### src/rtl/midi_note_decoder.sv
// midi_note_decoder: reassembles MIDI Note On/Off messages (with running status) into note-change records.
// Optional build macro: MIDI_CHANNEL_FILTER_EN (accept only channel CHANNEL; omni when undefined).
`default_nettype none

package MIDI;
  typedef enum logic {
    NOTE_OFF = 1'b0,
    NOTE_ON  = 1'b1
  } note_status_t;

  typedef struct packed {
    note_status_t status;
    logic [6:0]   note_number;
    logic [6:0]   velocity;
  } note_change_t;
endpackage

module midi_note_decoder #(
  parameter int unsigned CHANNEL = 0
) (
  input  logic                                  clock_50_000_000,
  input  logic                                  reset_l,
  input  logic [7:0]                            midi_byte,
  input  logic                                  midi_byte_ready,
  output logic [$bits(MIDI::note_change_t)-1:0] note,
  output logic                                  note_ready
);

  typedef enum logic [2:0] {
    S_NO_STATUS = 3'd0,
    S_WAIT_D1   = 3'd1,
    S_WAIT_D2   = 3'd2,
    S_SKIP1     = 3'd3,
    S_SKIP2     = 3'd4,
    S_SKIP2_B   = 3'd5,
    S_SYSEX     = 3'd6
  } state_t;

  state_t              r_state;
  logic [7:0]          r_running_status;
  logic [6:0]          r_data1;
  MIDI::note_change_t  r_note;
  logic                r_note_ready;

  logic                w_is_realtime;
  logic                w_chan_ok;
  MIDI::note_change_t  w_next_note;

  assign w_is_realtime = (midi_byte[7:3] == 5'b11111);

`ifdef MIDI_CHANNEL_FILTER_EN
  assign w_chan_ok = (r_running_status[3:0] == CHANNEL[3:0]);
`else
  logic w_unused_channel;
  assign w_chan_ok        = 1'b1;
  assign w_unused_channel = ^{CHANNEL, r_running_status[3:0]};
`endif

  // Note On with zero velocity is a Note Off by MIDI convention.
  always_comb begin
    w_next_note             = '0;
    w_next_note.status      = ((r_running_status[7:4] == 4'h9) && (midi_byte[6:0] != 7'd0))
                              ? MIDI::NOTE_ON : MIDI::NOTE_OFF;
    w_next_note.note_number = r_data1;
    w_next_note.velocity    = midi_byte[6:0];
  end

  always_ff @(posedge clock_50_000_000 or negedge reset_l) begin
    if (!reset_l) begin
      r_state          <= S_NO_STATUS;
      r_running_status <= 8'h00;
      r_data1          <= 7'h00;
      r_note           <= '0;
      r_note_ready     <= 1'b0;
    end else begin
      r_note_ready <= 1'b0;
      if (midi_byte_ready && !w_is_realtime) begin
        if (midi_byte[7]) begin
          if (midi_byte[7:4] != 4'hF) begin
            r_running_status <= midi_byte;
            unique case (midi_byte[6:4])
              3'b000, 3'b001: r_state <= S_WAIT_D1;
              3'b100, 3'b101: r_state <= S_SKIP1;
              default:        r_state <= S_SKIP2;
            endcase
          end else begin
            r_running_status <= 8'h00;
            r_state          <= (midi_byte == 8'hF0) ? S_SYSEX : S_NO_STATUS;
          end
        end else begin
          unique case (r_state)
            S_WAIT_D1: begin
              r_data1 <= midi_byte[6:0];
              r_state <= S_WAIT_D2;
            end
            S_WAIT_D2: begin
              r_state <= S_WAIT_D1;
              if (w_chan_ok) begin
                r_note       <= w_next_note;
                r_note_ready <= 1'b1;
              end
            end
            S_SKIP2:   r_state <= S_SKIP2_B;
            S_SKIP2_B: r_state <= S_SKIP2;
            default:   r_state <= r_state;
          endcase
        end
      end
    end
  end

  assign note       = r_note;
  assign note_ready = r_note_ready;

endmodule

`default_nettype wire

### config.mk
export PLATFORM = sky130hd
export DESIGN_NAME = midi_note_decoder
export DESIGN_NICKNAME = d
export VERILOG_FILES = /design/src/rtl/midi_note_decoder.sv
export SDC_FILE = /design/constraint.sdc
export NUM_CORES = 1
export LEC_CHECK = 0
export ABC_AREA = 1
export BUFFER_PORTS_ARGS = -buffer_cell sky130_fd_sc_hd__clkbuf_2
export CAP_MARGIN = 15
export CORE_MARGIN = 2
export CORE_UTILIZATION = 30
export DETAILED_ROUTE_END_ITERATION = 8
export SLEW_MARGIN = 20
export SYNTH_ARGS = -nofsm -noshare
export SYNTH_HDL_FRONTEND = slang
export SYNTH_SLANG_ARGS = --single-unit
### constraint.sdc
create_clock -name clock_50_000_000 -period 1.7 [get_ports clock_50_000_000]
set_clock_uncertainty 0.15 [all_clocks]
set_input_delay 0.425 -clock clock_50_000_000 [delete_from_list [all_inputs] [get_ports clock_50_000_000]]
set_output_delay 0.425 -clock clock_50_000_000 [all_outputs]
set_load 0.01 [all_outputs]
==> results.json <==
{
  "outcome": "complete, but fails checks",
  "violations": "negative hold slack",
  "area_growth_pct": 20.2,
  "combPwrFrac_pct": 32.1,
  "synth_simple_gate_area_share_pct": 27.7,
  "mostFrequentLayoutCells": "nand2_1, dfrtp_1, clkbuf_2, inv_1, o21ai_2",
  "slowest_stage": "dfrtp_1",
  "synth_adder_area_share_pct": 0,
  "end_kind": "flop",
  "critPathBufInv": 2,
  "drv_cap": 0,
  "cp_max_fo": 22,
  "fillerInstances": 485,
  "port_buffers": 26,
  "fin_crit_ns": 1.39,
  "post_drt_via_cell_ratio": 4.27,
  "fp.dieArea_um2": 5100,
  "slowest_delay_ns": 0.40,
  "antennaDiodeCount": 0,
  "switching_share_pct": 35.0,
  "drive_gt1_share_pct": 29.8,
  "synth_mux_area_share_pct": 0,
  "hold_buffers": 0,
  "start_util_pct": 31.3,
  "final_common_cell": "nand2_1",
  "synth_cells": 157,
  "ys_warn_count": 0,
  "root_buffer": "clkbuf_8",
  "power.leakage_nw": 0.904,
  "clk-insertion-delay-late_ns": 0.28,
  "synth_compound_area_share_pct": 10.1,
  "ios": 27,
  "critPathTopFamily": "flip-flops",
  "cts_resized": 0,
  "coreArea_um2": 4350,
  "slew_viol_final": 0,
  "cts_tree": "done",
  "drc_errors": 0,
  "worst_setup_path_start_kind": "flop",
  "worst_pin_slew_ns": 0.433,
  "cp_data_required_time_ns": 1.70,
  "grtUsageTotal_pct": 11.7,
  "fp.dieH_um": 71.4,
  "cts_buffers": 5,
  "ys_ff_latch": 30,
  "path_cells": "inv_1, nand3_2, nor2_4, inv_2, nand2_1, o21ai_2",
  "drt_iter0_drc": 78,
  "setup_viol_count_final": 0,
  "grt_max_degree": 31,
  "clk_path_buf_depth": 2,
  "peakVddDrop_uv": 506,
  "clkPwrFrac_pct": 22.6,
  "synth_area_per_cell_um2": 8.69,
  "synth_xor_area_share_pct": 0,
  "die_w_um": 71.4,
  "slew_headroom_pct": 71.1,
  "clkTransAtPathRegs_ns": 0.06,
  "p_sw_uw": 899,
  "antenna_found_initial": 0,
  "wire_per_inst_um": 11.0,
  "nets": 201,
  "rsz0062_at_grt": "no",
  "synth.distinct_cells": 17,
  "overflow": 0,
  "pwr_density_cell_nw_per_um2": 1570,
  "fmax_mhz": 721,
  "arrival_ns": 1.39,
  "r2r-start": "r_state[2]$_DFFE_PN0P_",
  "vias": 1038,
  "worstSetupPathType": "flop to flop",
  "drt-total-wl_mm": 2.67,
  "multi_input_area_um2": 515,
  "pwr-share-seq_pct": 45.3,
  "hold_slack_ns": -0.00338,
  "first_pass_iters": 4,
  "r2r_cells": 6,
  "reg2reg_slack_ns": 0.31,
  "yosysSeqAreaShare_pct": 55.0,
  "hp-class": "primary input to async pin",
  "p_int_mw": 1.67,
  "ant_nets": 0,
  "hold_viol": 2,
  "htreeDepth": 2,
  "fin_crit_sh_pct": 81.6,
  "dp_hpwl_mm": 1.91,
  "syn_nets": 168,
  "grt_pass1_vias": 1023,
  "reg2reg_to": "note[3]$_DFFE_PN0P_",
  "num_rows": 24,
  "netlist_area_um2": 1360,
  "seq_area_um2": 751,
  "place_ws_ns": 0.0994,
  "cts_num_sinks": 30,
  "grt_pass1_wl_mm": 4.62,
  "gp_congestion": 0.885,
  "setup-tns-final_ns": 0,
  "synth_top_family_by_area": "simple AND/OR/NAND/NOR gates",
  "cts_setup_buffers": 0,
  "fin_ws_ns": 0.313
}
-- power groups by stage --
| stage | logic, mW | clock network, mW | registers [mW] |
|---|---|---|---|
| 3_3_place_gp | 0.834 | 0 | 1.17 |
| 5_1_grt | 0.951 | 0.632 | 1.21 |
| 4_1_cts | 0.844 | 0.603 | 1.17 |
| 3_5_place_dp | 0.838 | 0 | 1.18 |
| 2_1_floorplan | 0.506 | 0 | 1.23 |
| 6_report | 0.827 | 0.581 | 1.16 |
-- stage by stage --
| step | std cells | power [mW] | util [%] | cell area, µm² |
|---|---|---|---|---|
| 5_1_grt | 243 | 2.80 | 37.6 | 1640 |
| 4_1_cts | 243 | 2.62 | 37.6 | 1640 |
| 3_3_place_gp | 235 | 2.01 | 35.5 | 1550 |
| 3_5_place_dp | 235 | 2.02 | 35.5 | 1550 |
| 6_report | 243 | 2.57 | 37.6 | 1640 |
| 2_1_floorplan | 157 | 1.74 | - | 1360 |
-- registers in the layout, indices dropped and copies added (netlist names) --
signal and cells:
r_data1 7, r_running_status 4, note 15, r_state 3
note_ready 1
-- layer usage --
metal / track usage [%] / vias to the layer above / part of all wire (%)
met4: 4.40 / 0 / 0.79
li1: - / 552 / -
met2: 17.7 / 22 / 44
met3: 4.50 / 2 / 5.3
met1: 15.4 / 462 / 50
met5: 0 / - / 0
-- worst register-to-register path, stage by stage (launching register included) --
cell	delay, ns
dfrtp_1	0.40
inv_1	0.12
nand3_2	0.12
nor2_4	0.11
inv_2	0.18
nand2_1	0.13
o21ai_2	0.05
-- how the worst max path moves through the flow --
stage | startpoint | endpoint | slack [ns] | cells past startpoint
detailed placement | midi_byte[7] | r_running_status[6]$_DFFE_PN0P_ | 0.1 | 9
CTS | r_state[2]$_DFFE_PN0P_ | note[6]$_DFFE_PN0P_ | 0.31 | 6
global placement | midi_byte[7] | r_running_status[4]$_DFFE_PN0P_ | 0.15 | 9
finish | r_state[2]$_DFFE_PN0P_ | note[3]$_DFFE_PN0P_ | 0.31 | 6
global route | r_state[1]$_DFFE_PN0P_ | r_state[1]$_DFFE_PN0P_ | 0.17 | 7
floorplan | r_state[1]$_DFFE_PN0P_ | r_data1[6]$_DFFE_PN0P_ | 0.35 | 6
-- layout make-up --
| cell class | instances | area share (%) |
|---|---|---|
| Timing Repair Buffer | 29 | 9.31 |
| Multi-Input combinational cell | 107 | 31.5 |
| Inverter | 17 | 3.89 |
| Sequential cell | 30 | 45.8 |
| Clock buffer | 7 | 5.27 |
| Clock inverter | 1 | 0.305 |
| Tap cell | 52 | 3.97 |
-- Yosys cell counts (all sizes together) --
library cell | count | share of area [%]
o21ai | 16 | 9.7
nand2 | 69 | 19
buf | 3 | 2.5
or2 | 1 | 0.64
dfrtp | 30 | 55
a21oi | 1 | 0.37
nand4 | 1 | 0.46
nor2 | 7 | 2.7
inv | 17 | 4.7
nor3 | 1 | 0.37
nand3 | 11 | 4.4
-- kinds of logic (layout without fill, tap and decap cells) --
family                 count (synthesis)  after routing
and+or+nand+nor                       90             90
DFF                                   30             30
buffers and inverters                 20             54
AOI/OAI and AO/OA                     17             17
(Power assumes the default switching activity.)
